<file path="config.mk">
export PLATFORM = sky130hd
export DESIGN_NAME = ee201_btn_debouncer
export DESIGN_NICKNAME = d
export VERILOG_FILES = /design/src/rtl/ee201_btn_debouncer_pkg.sv /design/src/rtl/ee201_sync2.sv /design/src/rtl/ee201_btn_debouncer.sv
export SDC_FILE = /design/constraint.sdc
export NUM_CORES = 1
export LEC_CHECK = 0
export CORE_ASPECT_RATIO = 0.7
export CORE_UTILIZATION = 25
export CTS_CLUSTER_DIAMETER = 200
export CTS_CLUSTER_SIZE = 20
export DETAILED_ROUTE_END_ITERATION = 10
export PLACE_DENSITY = 0.51
export SYNTH_ARGS = -nofsm -noshare
export SYNTH_HDL_FRONTEND = slang
export SYNTH_HIERARCHICAL = 1
export SYNTH_SLANG_ARGS = --single-unit
</file>
<file path="constraint.sdc">
create_clock -name Clk -period 2.2 [get_ports Clk]
set_input_delay 0.44 -clock Clk [delete_from_list [all_inputs] [get_ports Clk]]
set_output_delay 0.44 -clock Clk [all_outputs]
set_load 0.05 [all_outputs]
</file>
<file path="src/rtl/ee201_btn_debouncer_pkg.sv">
// Shared state codes and sizing helper for the pushbutton debouncer.
// The codes are also decoded by the board-level LED/SSD display logic.
package ee201_btn_debouncer_pkg;

  localparam logic [2:0] QDB_INI  = 3'b000;
  localparam logic [2:0] QDB_WQ   = 3'b001;
  localparam logic [2:0] QDB_SCEN = 3'b010;
  localparam logic [2:0] QDB_HELD = 3'b011;
  localparam logic [2:0] QDB_MCEN = 3'b100;
  localparam logic [2:0] QDB_WR   = 3'b101;

  // Counter width: one spare bit above what the larger terminal count needs.
  function automatic int unsigned cnt_width(input int unsigned a, input int unsigned b);
    int unsigned m;
    m = (a > b) ? a : b;
    return $clog2(m) + 1;
  endfunction

  // Debounced level is high in every state that follows an accepted press.
  function automatic logic level_of(input logic [2:0] q);
    logic lvl;
    case (q)
      QDB_SCEN, QDB_HELD, QDB_MCEN, QDB_WR: lvl = 1'b1;
      default:                              lvl = 1'b0;
    endcase
    return lvl;
  endfunction

endpackage

</file>
<file path="src/rtl/ee201_sync2.sv">
// Two-flop synchroniser for an asynchronous single-bit input, synchronous reset.
module ee201_sync2 (
  input  logic Clk,
  input  logic reset,
  input  logic d,
  output logic q
);

  logic stage1_r;
  logic stage2_r;

  // Two back-to-back flops; stage1_r is the metastability-settling stage.
  always_ff @(posedge Clk) begin
    if (reset) begin
      stage1_r <= 1'b0;
      stage2_r <= 1'b0;
    end else begin
      stage1_r <= d;
      stage2_r <= stage1_r;
    end
  end

  assign q = stage2_r;

endmodule

</file>
<file path="src/rtl/ee201_btn_debouncer.sv">
// Pushbutton debouncer: sync, bounce rejection, debounced level, single-clock press pulse.
// Optional auto-repeat pulse on MCEN while held, enabled by defining EE201_AUTO_REPEAT_EN.
module ee201_btn_debouncer
  import ee201_btn_debouncer_pkg::*;
#(
  parameter int unsigned DEBOUNCE_CYCLES = 4,
  parameter int unsigned REPEAT_CYCLES   = 8
) (
  input  logic       Clk,
  input  logic       reset,
  input  logic       PB,
  output logic       DPB,
  output logic       SCEN,
  output logic       MCEN,
  output logic [2:0] q_state
);

  localparam int unsigned CNT_W = cnt_width(DEBOUNCE_CYCLES, REPEAT_CYCLES);
  localparam logic [CNT_W-1:0] DB_LAST  = CNT_W'(DEBOUNCE_CYCLES - 1);
  localparam logic [CNT_W-1:0] CNT_ZERO = {CNT_W{1'b0}};
  localparam logic [CNT_W-1:0] CNT_ONE  = CNT_W'(1);
`ifdef EE201_AUTO_REPEAT_EN
  localparam logic [CNT_W-1:0] RP_LAST  = CNT_W'(REPEAT_CYCLES - 1);
`endif

  logic             pb_s;
  logic [2:0]       state_r;
  logic [2:0]       state_s;
  logic [CNT_W-1:0] cnt_r;
  logic [CNT_W-1:0] cnt_s;

  ee201_sync2 u_sync (
    .Clk   (Clk),
    .reset (reset),
    .d     (PB),
    .q     (pb_s)
  );

  // Next-state and counter logic; cnt is compared before increment so it never wraps.
  always_comb begin
    state_s = state_r;
    cnt_s   = cnt_r;
    case (state_r)
      QDB_INI: begin
        if (pb_s) begin
          state_s = QDB_WQ;
          cnt_s   = CNT_ZERO;
        end else begin
          state_s = QDB_INI;
          cnt_s   = cnt_r;
        end
      end
      QDB_WQ: begin
        if (!pb_s) begin
          state_s = QDB_INI;
          cnt_s   = CNT_ZERO;
        end else if (cnt_r == DB_LAST) begin
          state_s = QDB_SCEN;
          cnt_s   = CNT_ZERO;
        end else begin
          state_s = QDB_WQ;
          cnt_s   = cnt_r + CNT_ONE;
        end
      end
      QDB_SCEN: begin
        state_s = QDB_HELD;
        cnt_s   = CNT_ZERO;
      end
      QDB_HELD: begin
        if (!pb_s) begin
          state_s = QDB_WR;
          cnt_s   = CNT_ZERO;
`ifdef EE201_AUTO_REPEAT_EN
        end else if (cnt_r == RP_LAST) begin
          state_s = QDB_MCEN;
          cnt_s   = CNT_ZERO;
        end else begin
          state_s = QDB_HELD;
          cnt_s   = cnt_r + CNT_ONE;
        end
`else
        end else begin
          state_s = QDB_HELD;
          cnt_s   = cnt_r;
        end
`endif
      end
      QDB_MCEN: begin
        state_s = QDB_HELD;
        cnt_s   = CNT_ZERO;
      end
      QDB_WR: begin
        // A short release returns to HELD, so bounce on release never re-fires SCEN.
        if (pb_s) begin
          state_s = QDB_HELD;
          cnt_s   = CNT_ZERO;
        end else if (cnt_r == DB_LAST) begin
          state_s = QDB_INI;
          cnt_s   = CNT_ZERO;
        end else begin
          state_s = QDB_WR;
          cnt_s   = cnt_r + CNT_ONE;
        end
      end
      default: begin
        state_s = QDB_INI;
        cnt_s   = CNT_ZERO;
      end
    endcase
  end

  // State and counter registers with synchronous reset.
  always_ff @(posedge Clk) begin
    if (reset) begin
      state_r <= QDB_INI;
      cnt_r   <= CNT_ZERO;
    end else begin
      state_r <= state_s;
      cnt_r   <= cnt_s;
    end
  end

  assign q_state = state_r;
  assign DPB     = level_of(state_r);
  assign SCEN    = (state_r == QDB_SCEN);
`ifdef EE201_AUTO_REPEAT_EN
  assign MCEN    = (state_r == QDB_MCEN);
`else
  assign MCEN    = 1'b0;
`endif

endmodule

</file>
Word level (Yosys, flattened, before mapping)
Index checks and enable logic that the tools add are counted.

cells by class
  $add $sub $neg = 1
  $mul = 0
  div/mod/pow operators = 0
  $lt $le $gt $ge = 0
  equal/unequal tests = 8
  shift-type cells = 0
  mux-type cells = 14
  bitwise operators = 0
  reductions and logical operators = 4

operators with widths
  kind                                                   count
  two-way mux 4 bit                                      5
  case mux 4 bit (4 select lines)                        1
  case mux 3 bit (5 select lines)                        1
  two-way mux 3 bit                                      3
  equality test 3 x 2 -> 1 bit, second input constant    2
  equality test 3 bit, second input constant             2
  adder 4 x 1 -> 4 bit, second input constant            1
  equality test 4 x 2 -> 1 bit, second input constant    1
  two-way mux 2 bit                                      2
  OR reduction 4 bit                                     1
  equality test 3 x 1 -> 1 bit, second input constant    1
  logical NOT 3 bit                                      1
  two-way mux 1 bit                                      2
  inequality test 2 x 1 -> 1 bit, second input constant  1
  inequality test 2 bit, second input constant           1
  AND reduction 2 bit                                    1
  OR reduction 2 bit                                     1

word-level totals
  register bits after elaboration = 9
  latch bits = 0
  RAM bits = 0
  bits in read-only memories = 0
  bits of input ports = 3
  output and inout bits = 6
  memories = 0

Longest topological paths before layout
Gate-level depths: netlist (run 1).

  word-level depth = 4
  depth in mapped cells = 4
  gate-level depth less buffers = 4

Cells and area by module
Netlist (run 1), hierarchy kept.

by module, submodules not included
  module               instances  cells each  area each (µm²)  seq. area each (µm²)
  ee201_btn_debouncer  1          49          459.2            140.1
  ee201_sync2          1          4           52.6             40.0

Worst setup path after synthesis (run 1)
Ideal clock, no wire load.

  kind = register to output
  start point = reg state_r[2] (netlist: q_state[2])
  end point = out DPB
  arrival = 1.796 ns
  data required time = 1.760 ns
  setup slack = -0.036 ns
  cell stages (with the launch flop) = 3
  path buffers = 1
  path through = dfxtp_1 clkbuf_4 xor2_1

on the way
  cells in the longest elaborated chain, start to end = 3

ends and longest elaborated chain
  item                                                                 line                           source
  start: declaration                                                   ee201_btn_debouncer.sv:27      logic [2:0] state_r;
  start signal: assignment                                             ee201_btn_debouncer.sv:118     state_r <= state_s;
  equality test 3 x 2 -> 1 bit or equality test 3 bit (tied branches)  ee201_btn_debouncer_pkg.sv:22  case (q)
  OR reduction 4 bit (*)                                               ee201_btn_debouncer_pkg.sv:22
  two-way mux 1 bit (*)                                                ee201_btn_debouncer_pkg.sv:22
  end: declaration                                                     ee201_btn_debouncer.sv:12      output logic DPB,

Mark *: on every way between the ends. The rest lies on a longest branch, timed or not.

Final worst setup path (run 1)
  start point = reg state_r[1] (netlist: q_state[1])
  end point = out SCEN

on the way
  cells in the longest elaborated chain, start to end = 1

ends and longest elaborated chain
  item                          line                        source
  equality test 3 x 2 -> 1 bit  ee201_btn_debouncer.sv:125  assign SCEN = (state_r == QDB_SCEN);
  end: declaration              ee201_btn_debouncer.sv:13   output logic SCEN,

No other way between the ends.

==> results by group, run 1 <==
Place
  • Post-DP HPWL: 708 um
  • GPL Wtd Cong: 0.708
  • IO buf count: 7

Die
  • Die ar.: 0.00223 mm2
  • Die W: 56.1 um
  • Ports: 9
  • Core area: 0.00189 mm2
  • Std-Cell Rows: 13
  • Die Height: 39.9 um
  • Initial Utilization: 0.271

STA
  • Clock skew: 0.00763 ns
  • Max Clock Freq: 518 MHz
  • Period utilisation layout: 0.878
  • Final hold violations: 0
  • RSZ-0062 raised after global routing: false
  • Slew margin rel.: 0.611
  • Min Clock Period, post-route: 1.93 ns
  • Final-report max-slew violation count: 0
  • Setup-failing EPs final: 0
  • Setup TNS: 0 ns
  • Worst Max-Slew Pin Slew: 0.582 ns

Clock tree
  • CTS H-Tree Depth: 1
  • Number of hold buffers added after CTS: 0
  • Post CTS Setup Buffer Count: 0
  • Clock-pin slew on the worst setup and hold paths: 0.07 ns
  • Clock sinks: 9
  • Clock latency at the later pin of the worst-skew pair: 0.27 ns
  • Clk buf depth: 2
  • CTS Buf Count: 3
  • Root Driver: clkbuf_4
  • PostCTS Resize Cnt: 0
  • CTS tree: done

Global routing
  • First-pass GRT wire length: 1660 um
  • GR Overflow Total: 0
  • Total Routing Usage GR: 0.105
  • Initial antenna violation count: 0
  • Largest net degree at the start of global routing: 14
  • Vias in the first global route: 362

Synth
  • Ys Warns: 6
  • Syn Nets: 57
  • Cell area after synthesis: 512 um2
  • Synth Instances: 53
  • Synth top area share: 0.352
  • Post-synth cell types: 28
  • Synth area leaders: dfxtp_1 35%, a2111oi_4 5.4%, or3b_4 4.4%
  • Cell taking the most area after synthesis: dfxtp_1
  • Synth Register Bits: 9
  • Syn avg cell area: 9.66 um2
  • Sequential share of the synthesized area: 0.352

Pwr
  • Leakage: 0.000217 uW
  • PwrDens: 509 mW/mm2
  • Power Total: 321 uW
  • Maximum VDD drop: 0.244 mV

Route
  • Vias/cell: 5.01
  • Final ANT Viol Nets: 0
  • DRC Markers: 0
  • Routed length per instance: 11.7 um
  • Via count: 421
  • TritonRoute pass-1 iters: 4
  • Iter 0 DRT Violations: 9
  • Post-Route WL: 982 um

Critical path
  • Crit path launch type: flip-flop
  • Worst-path cell chain: nand2b_1, nor2_1, buf_12
  • Worst path arrival time: 1.49 ns
  • Req. time, crit path: 1.76 ns
  • CP Class: reg2out
  • CP max-delay cell: dfxtp_1
  • CP peak stage delay: 0.67 ns
  • CP endpoint kind: output port
  • Critical Path Fanout Max: 13

Cells and area
  • Reg area: 180 um2
  • Area of the multi-input gates: 305 um2
  • Fillers: 209
  • Final net count: 67
  • Layout area overhead: 23.2%
  • Layout cell share with drive strength beyond 1: 0.226
  • Antenna diode count: 0

Outcome
  • Status: completed

Hold path
  • Hold Path Class: reg2reg

Flow run
  • Maxcap violations: 0
[through the flow]
step	hold WS, ns	cell area [um2]	utilization	setup WS [ns]	cells
floorplan	0.414	519	-	0.112	53
global route	0.462	631	0.334	0.151	84
finish	0.437	631	0.334	0.269	84
global placement	0.425	604	0.320	0.366	80
CTS	0.445	631	0.334	0.250	84
detailed placement	0.429	604	0.320	0.363	80
[where the power goes]
part | total [uW] | internal, uW | switching [uW]
combinational | 22.9 | 9.29 | 13.6
clock | 131 | 70.0 | 60.5
sequential | 168 | 165 | 2.42
[cell type report]
class / instances / area share
Clock buffer: 4 / 0.0417
Inverter: 3 / 0.0179
Multi-Input combinational cell: 38 / 0.484
Sequential cell: 9 / 0.286
Tap cell: 22 / 0.0437
Timing Repair Buffer: 8 / 0.127
[Yosys cell counts]
| master | n |
|---|---|
| dfxtp_1 | 9 |
| nor2_1 | 4 |
| inv_1 | 3 |
| nand2b_1 | 3 |
| nor2b_1 | 3 |
| nor3_1 | 3 |
| a211oi_1 | 2 |
| a221o_1 | 2 |
| buf_4 | 2 |
| nand3_1 | 2 |
| o21a_1 | 2 |
| or3b_4 | 2 |
| a2111oi_1 | 1 |
| a2111oi_4 | 1 |
| a211oi_2 | 1 |
| a22o_1 | 1 |
| and2_1 | 1 |
| and3_1 | 1 |
| clkbuf_4 | 1 |
| conb_1 | 1 |
| ha_1 | 1 |
| nand3b_1 | 1 |
| nor4_2 | 1 |
| o2111ai_1 | 1 |
| o21ai_0 | 1 |
| o31a_1 | 1 |
| xnor2_1 | 1 |
| xor2_1 | 1 |
[cells by family after synthesis]
logic type | after synthesis | synth area share
simple gates | 21 | 0.259
compound gates | 13 | 0.257
buf+inv | 6 | 0.0660
flops | 9 | 0.352
other cells | 1 | 0.00733
xor+xnor | 2 | 0.0342
fa+ha+maj | 1 | 0.0244
[sequential cells by signal, indices dropped and copies added (netlist names)]
register / cells
u_sync/stage1_r: 1
u_sync/q: 1
cnt_r: 4
q_state: 3
[placed cells by master, fill, tap and decap left out, drive strengths merged, types with 2 or more instances in the layout]
master,n
o21a,2
nor2b,3
clkdlybuf4s50,3
nand3,2
clkbuf,4
nor3,3
a211oi,3
a2111oi,2
or3b,2
buf,5
dfxtp,9
inv,3
a221o,2
nand2b,3
nor2,4
[routing by layer]
| layer | global-route usage | vias up | part of all wire |
|---|---|---|---|
| li1 | - | 212 | - |
| met1 | 0.136 | 191 | 0.55 |
| met2 | 0.143 | 16 | 0.37 |
| met3 | 0.0495 | 2 | 0.068 |
| met4 | 0.0549 | 0 | 0.013 |
| met5 | 0 | - | 0 |
[critical path, delay by kind of cell (launching register included)]
kind	cells	cell delay (ns)
buf+inv	1	0.17
flops	1	0.67
simple gates	2	0.38
[final timing paths]
kind	startpoint	endpoint	slack (ns)	cells after the start
worst max-delay path	q_state[1]	SCEN	0.27	3
worst min-delay path	u_sync/stage1_r	u_sync/q	0.44	1
worst max register to register	cnt_r[0]	q_state[0]	0.62	4
worst min register to register	u_sync/stage1_r	u_sync/q	0.44	1
Power figures use the tool's default switching activity.
==> run 2, diff against run 1 <==
--- a/config.mk
+++ b/config.mk
@@ -15,3 +15,4 @@
 export SYNTH_HDL_FRONTEND = slang
 export SYNTH_HIERARCHICAL = 1
 export SYNTH_SLANG_ARGS = --single-unit
+export TNS_END_PERCENT = 5
==> results of run 2 <==
The final DEF is identical to that of run 1; final timing and power are the same.
